## src/rtl/tnn_layer_sched.sv

```systemverilog
// Sequences a sample of operand groups through one shared combinational neuron core,
// one enabled neuron per cycle, and collects the decisions into a result vector.
module tnn_layer_sched #(
  parameter int unsigned N_NEURONS = 8,
  parameter int unsigned OPW       = 3,
  localparam int unsigned SEL_W    = (N_NEURONS > 1) ? $clog2(N_NEURONS) : 1,
  localparam int unsigned CNT_W    = $clog2(N_NEURONS + 1),
  localparam int unsigned GRP_W    = 5 * OPW
) (
  input  logic                         clk,
  input  logic                         rst_n,
  input  logic                         in_valid,
  output logic                         in_ready,
  input  logic [N_NEURONS*GRP_W-1:0]   in_data,
  input  logic [N_NEURONS-1:0]         in_mask,
  output logic [OPW-1:0]               core_a,
  output logic [OPW-1:0]               core_b,
  output logic [OPW-1:0]               core_c,
  output logic [OPW-1:0]               core_d,
  output logic [OPW-1:0]               core_e,
  input  logic                         core_out,
  output logic [SEL_W-1:0]             core_sel,
  output logic                         busy,
  output logic                         out_valid,
  input  logic                         out_ready,
  output logic [N_NEURONS-1:0]         out_bits,
  output logic [CNT_W-1:0]             out_count
);

  typedef enum logic [1:0] {IDLE, RUN, DONE} state_t;

  state_t                       state_q, state_d;
  logic [SEL_W-1:0]             idx_q, idx_d;
  logic [N_NEURONS*GRP_W-1:0]   data_q;
  logic [N_NEURONS-1:0]         mask_q;
  logic [N_NEURONS-1:0]         bits_q, bits_d;
  logic [CNT_W-1:0]             cnt_q, cnt_d;
  logic                         accept;
  logic [SEL_W:0]               first_set;
  logic [SEL_W:0]               next_set;
  logic [GRP_W-1:0]             grp;
  logic                         run;

  // Lowest set bit of m at or above index lo; MSB of the result flags "found".
  function automatic logic [SEL_W:0] find_set(input logic [N_NEURONS-1:0] m, input int lo);
    logic [SEL_W:0] r;
    r = '0;
    for (int i = int'(N_NEURONS) - 1; i >= 0; i--) begin
      if (m[i] && (i >= lo)) r = {1'b1, SEL_W'(i)};
    end
    return r;
  endfunction

  assign first_set = find_set(in_mask, 0);
  assign next_set  = find_set(mask_q, int'(idx_q) + 1);

  // Operand group currently selected by idx.
  always_comb begin
    grp = '0;
    for (int k = 0; k < int'(N_NEURONS); k++) begin
      if (idx_q == SEL_W'(k)) grp = data_q[k*GRP_W +: GRP_W];
    end
  end

  // Next-state and datapath update.
  always_comb begin
    state_d = state_q;
    idx_d   = idx_q;
    bits_d  = bits_q;
    cnt_d   = cnt_q;
    accept  = 1'b0;
    case (state_q)
      IDLE: begin
        if (in_valid) begin
          accept  = 1'b1;
          bits_d  = '0;
          cnt_d   = '0;
          idx_d   = first_set[SEL_W-1:0];
          state_d = first_set[SEL_W] ? RUN : DONE;
        end
      end
      RUN: begin
        for (int k = 0; k < int'(N_NEURONS); k++) begin
          if (idx_q == SEL_W'(k)) bits_d[k] = core_out;
        end
        cnt_d = cnt_q + CNT_W'(core_out);
        if (next_set[SEL_W]) begin
          idx_d = next_set[SEL_W-1:0];
        end else begin
          idx_d   = '0;
          state_d = DONE;
        end
      end
      DONE: begin
        if (out_ready) state_d = IDLE;
      end
      default: state_d = IDLE;
    endcase
  end

  always_ff @(posedge clk or negedge rst_n) begin
    if (!rst_n) state_q <= IDLE;
    else        state_q <= state_d;
  end

  always_ff @(posedge clk or negedge rst_n) begin
    if (!rst_n) begin
      idx_q  <= '0;
      bits_q <= '0;
      cnt_q  <= '0;
      data_q <= '0;
      mask_q <= '0;
    end else begin
      idx_q  <= idx_d;
      bits_q <= bits_d;
      cnt_q  <= cnt_d;
      if (accept) begin
        data_q <= in_data;
        mask_q <= in_mask;
      end
    end
  end

  assign run       = (state_q == RUN);
  assign in_ready  = (state_q == IDLE);
  assign out_valid = (state_q == DONE);
  assign busy      = (state_q != IDLE);
  assign out_bits  = bits_q;
  assign out_count = cnt_q;

  // Core operands are only live while evaluating; parked at zero otherwise.
  assign core_a   = run ? grp[0*OPW +: OPW] : '0;
  assign core_b   = run ? grp[1*OPW +: OPW] : '0;
  assign core_c   = run ? grp[2*OPW +: OPW] : '0;
  assign core_d   = run ? grp[3*OPW +: OPW] : '0;
  assign core_e   = run ? grp[4*OPW +: OPW] : '0;
  assign core_sel = run ? idx_q : '0;

endmodule

```

## config.mk

```make
export PLATFORM = sky130hd
export DESIGN_NAME = tnn_layer_sched
export DESIGN_NICKNAME = d
export VERILOG_FILES = /design/src/rtl/tnn_layer_sched.sv
export SDC_FILE = /design/constraint.sdc
export NUM_CORES = 1
export LEC_CHECK = 0
export CORE_MARGIN = 2
export CORE_UTILIZATION = 50
export DETAILED_ROUTE_END_ITERATION = 16
export PLACE_DENSITY = 0.85
export SYNTH_ARGS = -nofsm -noshare
export SYNTH_HDL_FRONTEND = slang
export SYNTH_SLANG_ARGS = --single-unit
export TNS_END_PERCENT = 30
```

## constraint.sdc

```tcl
create_clock -name clk -period 3 [get_ports clk]
set_clock_uncertainty 0.1 [all_clocks]
set_input_delay 0.9 -clock clk [delete_from_list [all_inputs] [get_ports clk]]
set_output_delay 0.9 -clock clk [all_outputs]
set_load 0.05 [all_outputs]
```

* Word level (Yosys, flattened, before mapping)
Cells that the tools add are included.
** Word-level totals
- Flip-flop bits (word level) :: 145
- Bits of input ports :: 133
- Output and inout bits :: 33
- Logic and storage cells :: 117
** Operators by class
- $add $sub $neg :: 2
- $lt $le $gt $ge :: 8
- Equality and inequality tests :: 20
- Mux-type cells :: 52
- Reductions and logical operators :: 22
** Operator list (number)
- 2-to-1 mux 15 bit :: 8
- 2-to-1 mux 4 bit :: 17
- AND reduction 3 bit :: 9
- 2-to-1 mux 3 bit :: 8
- inequality test 2 x 1 -> 1 bit (second input constant) :: 9
- greater-or-equal comparator 3 x 4 -> 1 bit (first input constant) :: 4
- case mux 8 bit (2 select lines) :: 1
- equality test 3 bit (second input constant) :: 4
- 2-to-1 mux 1 bit :: 10
- greater-or-equal comparator 1 x 4 -> 1 bit (first input constant) :: 2
- greater-or-equal comparator 2 x 4 -> 1 bit (first input constant) :: 2
- logical AND 1 bit :: 8
- 2-to-1 mux 2 bit :: 4
- 2-to-1 mux 8 bit :: 1
- case mux 4 bit (2 select lines) :: 1
- equality test 3 x 2 -> 1 bit (second input constant) :: 2
- case mux 2 bit (3 select lines) :: 1
- case mux 3 bit (2 select lines) :: 1
- adder 3 x 1 -> 4 bit (second input constant) :: 1
- adder 4 x 1 -> 4 bit :: 1
- inequality test 2 bit (second input constant) :: 2
- nonzero test 2 bit :: 2
- equality test 3 x 1 -> 1 bit (second input constant) :: 1
- zero test 3 bit :: 1
- other kinds (4) :: 4

* Longest topological paths before layout
- Word-level depth :: 13
- Mapped depth :: 9
- Depth with buffers taken out :: 7

* Worst setup path after synthesis
Ideal clock, no wire load.
- Path kind :: reg2out
- From :: register idx_q[0]
- To :: output port core_a[0]
- Arrival time :: 2.640 ns
- Data required time :: 2.000 ns
- Slack :: -0.640 ns
- Cell stages (with the launch flop) :: 9
- Path buffers :: 2
- Cells stage by stage :: dfrtp_1 ha_1 ha_1 buf_6 or2_4 buf_6 o311ai_1 o211ai_1 a31oi_1
** On the way
- Longest elaborated chain between the ends :: 10
** Ends and longest elaborated chain
- start: declaration :: RTL line 33 : logic [SEL_W-1:0] idx_q, idx_d;
- start signal: assignment :: RTL line 114 : idx_q <= idx_d;
- zero test 3 bit :: RTL line 61 : if (idx_q == SEL_W'(k)) grp = data_q[k*GRP_W +: GRP_W];
- 2-to-1 mux 15 bit (7 in series) :: RTL line 61
- 2-to-1 mux 15 bit * :: RTL line 61
- 2-to-1 mux 3 bit * :: RTL line 132 : assign core_a = run ? grp[0*OPW +: OPW] : '0;
- end: declaration :: RTL line 16 : output logic [OPW-1:0] core_a,
Mark *: on every way between the ends. The rest lies on a longest branch, timed or not.

* Worst setup path in the final report
- From :: register idx_q[0]
- To :: output port core_a[1]
Same word-level chain as after synthesis.

==> metrics.md <==
| Metric | Value |
|---|---|
| Status | finished with violations |
| Failing checks | setup timing |
| ANT nets after route | 0 |
| Max VDD drop | 0.5765 mV |
| 1st-iter DRT viols | 576 |
| Synth Register Bits | 145 |
| Cell taking the most area after synthesis | dfrtp_1 |
| Fin area | 10240 µm² |
| Layout cells sized above 1 | 0.1596 |
| FF/Latch Area | 3631 µm² |
| Synth top cells by count | nand2_1 (432), dfrtp_1 (145), buf_2 (22) |
| Register area share after synthesis | 0.5163 |
| Final hold vios | 0 |
| Nets | 1149 |
| Mapped Nets | 971 |
| Number of buffers added on ports | 165 |
| Via count | 6703 |
| HPWL after DPL | 14370 µm |
| RR Endpoint | idx_q[0] |
| Root Buffer | clkbuf_16 |
| Yosys warning count | 0 |
| Avg WL per Cell | 17.55 µm |
| Largest net degree at the start of global routing | 69 |
| Mapped Avg Cell Area | 8.467 µm² |
| Reg2Reg Setup Slack | 740 ps |
| Die Y-Extent | 122.6 µm |
| Final cycle utilization of the critical path | 1.184 |
| Combined area of the multi-input logic cells | 3488 µm² |
| DR vias/cell | 5.581 |
| Max Fanout on Critical Path | 7 |
| F_max | 281.6 MHz |
| Async S/R FF share, synth | 1.000 |
| Critical path startpoint category | flop |
| Placer Congestion | 0.8898 |
| CTS Sinks | 145 |
| Worst-Skew Late Latency | 420 ps |
| Post-synth EDFFs | 0 |
| Yosys top cell area share | 0.5163 |
| Final Setup Violations | 15 |
| Io pins | 166 |
| First-pass GRT wire length | 32670 µm |
| Tmin final | 3551 ps |
| Bufs on Longest Clock Path | 2 |
| H-tree levels | 4 |
| CP arrival | 2550 ps |
| Synth Instances | 830 |
| TritonCTS clock tree | yes |
| # hold bufs at CTS | 0 |
| Total GRT Usage | 0.2870 |
| Floorplan core area | 13830 µm² |
| Post-Route WL | 21080 µm |
| Power per cell area | 1208 nW/µm² |
| CTS buffer count | 17 |
| CP Class | flop to output pin |
| DR pass1 iterations | 5 |
| Setup_tns | -7467 ps |
| Largest cells by area after synthesis | dfrtp_1 (52%), nand2_1 (23%), a221oi_1 (2.0%), o221ai_1 (1.9%), o211ai_1 (1.8%) |
| Fillcell total | 928 |
| Worst-path clk slew | 60 ps |
| Slew @ Worst Pin | 594.9 ps |
| Crit path setup slack, layout | -550.9 ps |
| Most used DFF post-synth | dfrtp_1 |
| Placement Cell Area | 9280 µm² |
| # Max-Cap Violations | 0 |
| RR Startpoint | idx_q[1] |
| Count of pins over their slew limit | 0 |
| Gr ovfl total | 0 |
| Worst relative slew slack | 0.6034 |
| Count leader, synth | nand2_1 |
| Layout area overhead | 45.68% |
| Hold WC Path Type | primary input to async pin |
| Unrepaired setup endpoints after global routing | yes |
| CP required | 2000 ps |
| Number of global-route vias before repair | 6531 |
| Drc violations | 0 |
| Initial core utilization | 0.5083 |
| Die ar. | 15020 µm² |
| Yosys cell types | 49 |
| CP Capture Type | output pin |
| Initial antenna violation count | 0 |
| Pleak | 4.754 nW |
| Die Width | 122.6 µm |
| Synth Cell Area | 7028 µm² |
| Row count | 43 |
| R2r worst-path depth | 9 |
| ANT cells | 0 |
==> layout by cell type, fill, tap and decap left out, types with 9 or more instances in the layout <==
| cell | netlist | routed |
|---|---|---|
| a21oi_1 | 10 | 9 |
| a221oi_1 | 16 | 11 |
| a31oi_4 | 0 | 15 |
| and2b_2 | 9 | 9 |
| buf_12 | 0 | 15 |
| buf_4 | 2 | 36 |
| buf_6 | 8 | 16 |
| clkbuf_16 | 0 | 19 |
| clkdlybuf4s50_1 | 0 | 145 |
| dfrtp_1 | 145 | 143 |
| nand2_1 | 432 | 431 |
| nand3_1 | 10 | 10 |
| nor2_1 | 9 | 9 |
| o211ai_1 | 17 | 17 |
| o21ai_0 | 17 | 17 |
| o221ai_1 | 15 | 10 |
| o311ai_2 | 0 | 9 |
==> final cells by class <==
cell class / instances / share of cell area
repair buffers: 214 / 0.2200
multi-input cells: 621 / 0.3407
flip-flops and latches: 145 / 0.3546
well taps: 180 / 0.02200
clock inverters: 13 / 0.01564
inverters: 9 / 0.003788
clock buffers: 19 / 0.04326
==> worst max-delay path: stages, from the launching register on <==
cell and delay [ps]:
dfrtp_2 460, inv_4 70, buf_6 120, ha_4 180, buf_12 140, and2b_2 190
o311ai_2 280, buf_4 170, o211ai_1 120, a31oi_4 210, buf_6 180
==> registers in the layout, indices dropped and copies added, names as in the netlist <==
register / flops
state_q: 2
data_q: 120
out_bits: 8
mask_q: 8
idx_q: 3
out_count: 4
==> worst max-delay path by stage <==
| stage | startpoint | endpoint | slack, ps | depth (start not counted) |
|---|---|---|---|---|
| 2_1_floorplan | idx_q[1] | core_a[0] | -80 | 8 |
| 3_3_place_gp | idx_q[0] | core_b[0] | -150 | 9 |
| 3_5_place_dp | idx_q[0] | core_b[0] | -240 | 10 |
| 4_1_cts | idx_q[1] | core_c[0] | -530 | 10 |
| 5_1_grt | idx_q[0] | core_a[1] | -640 | 10 |
| 6_report | idx_q[0] | core_a[1] | -550 | 10 |
==> stage by stage <==
stage | instances | utilization | power, mW | hold WS (ps) | worst slack (ps)
after floorplan | 830 | - | 7.421 | 338.5 | -78.69
after global placement | 1162 | 0.6712 | 9.343 | 355.0 | -150.6
after detailed placement | 1162 | 0.6712 | 9.457 | 356.2 | -245.0
after CTS | 1196 | 0.7316 | 12.08 | 371.2 | -533.2
after global routing | 1201 | 0.7405 | 13.03 | 395.8 | -637.8
final | 1201 | 0.7405 | 12.37 | 367.5 | -550.9
==> routing by layer <==
metal,vias up,part of all wire,track usage
li1,3127,-,-
met1,3203,0.41,0.3755
met2,308,0.48,0.4611
met3,65,0.062,0.05948
met4,0,0.041,0.1307
met5,-,0,0
==> timing repair <==
item	in CTS	in global routing
gates resized for setup	43	13
endpoints found under the setup margin	15	15
endpoints found under the hold margin	0	0
gates cloned	1	3
buffers inserted	2	4
pin swaps	28	13
==> power by group <==
part           internal, mW  switching, mW  total, mW  leakage (nW)
sequential             2.88          0.751       3.63          1.81
clock                  1.33          0.828       2.16         0.293
combinational          2.77           3.81       6.58          2.65
==> kinds of logic (layout without fill, tap and decap cells) <==
family,count (synthesis),after routing,synth area share
and+or+nand+nor,486,487,0.2797
DFF,145,145,0.5163
AOI/OAI and AO/OA,124,124,0.1309
buffers and inverters,65,255,0.05643
adders and majority gates,8,8,0.01424
xor gates and xnor gates,2,2,0.002493
No activity file was read; power rests on OpenSTA's default activity.
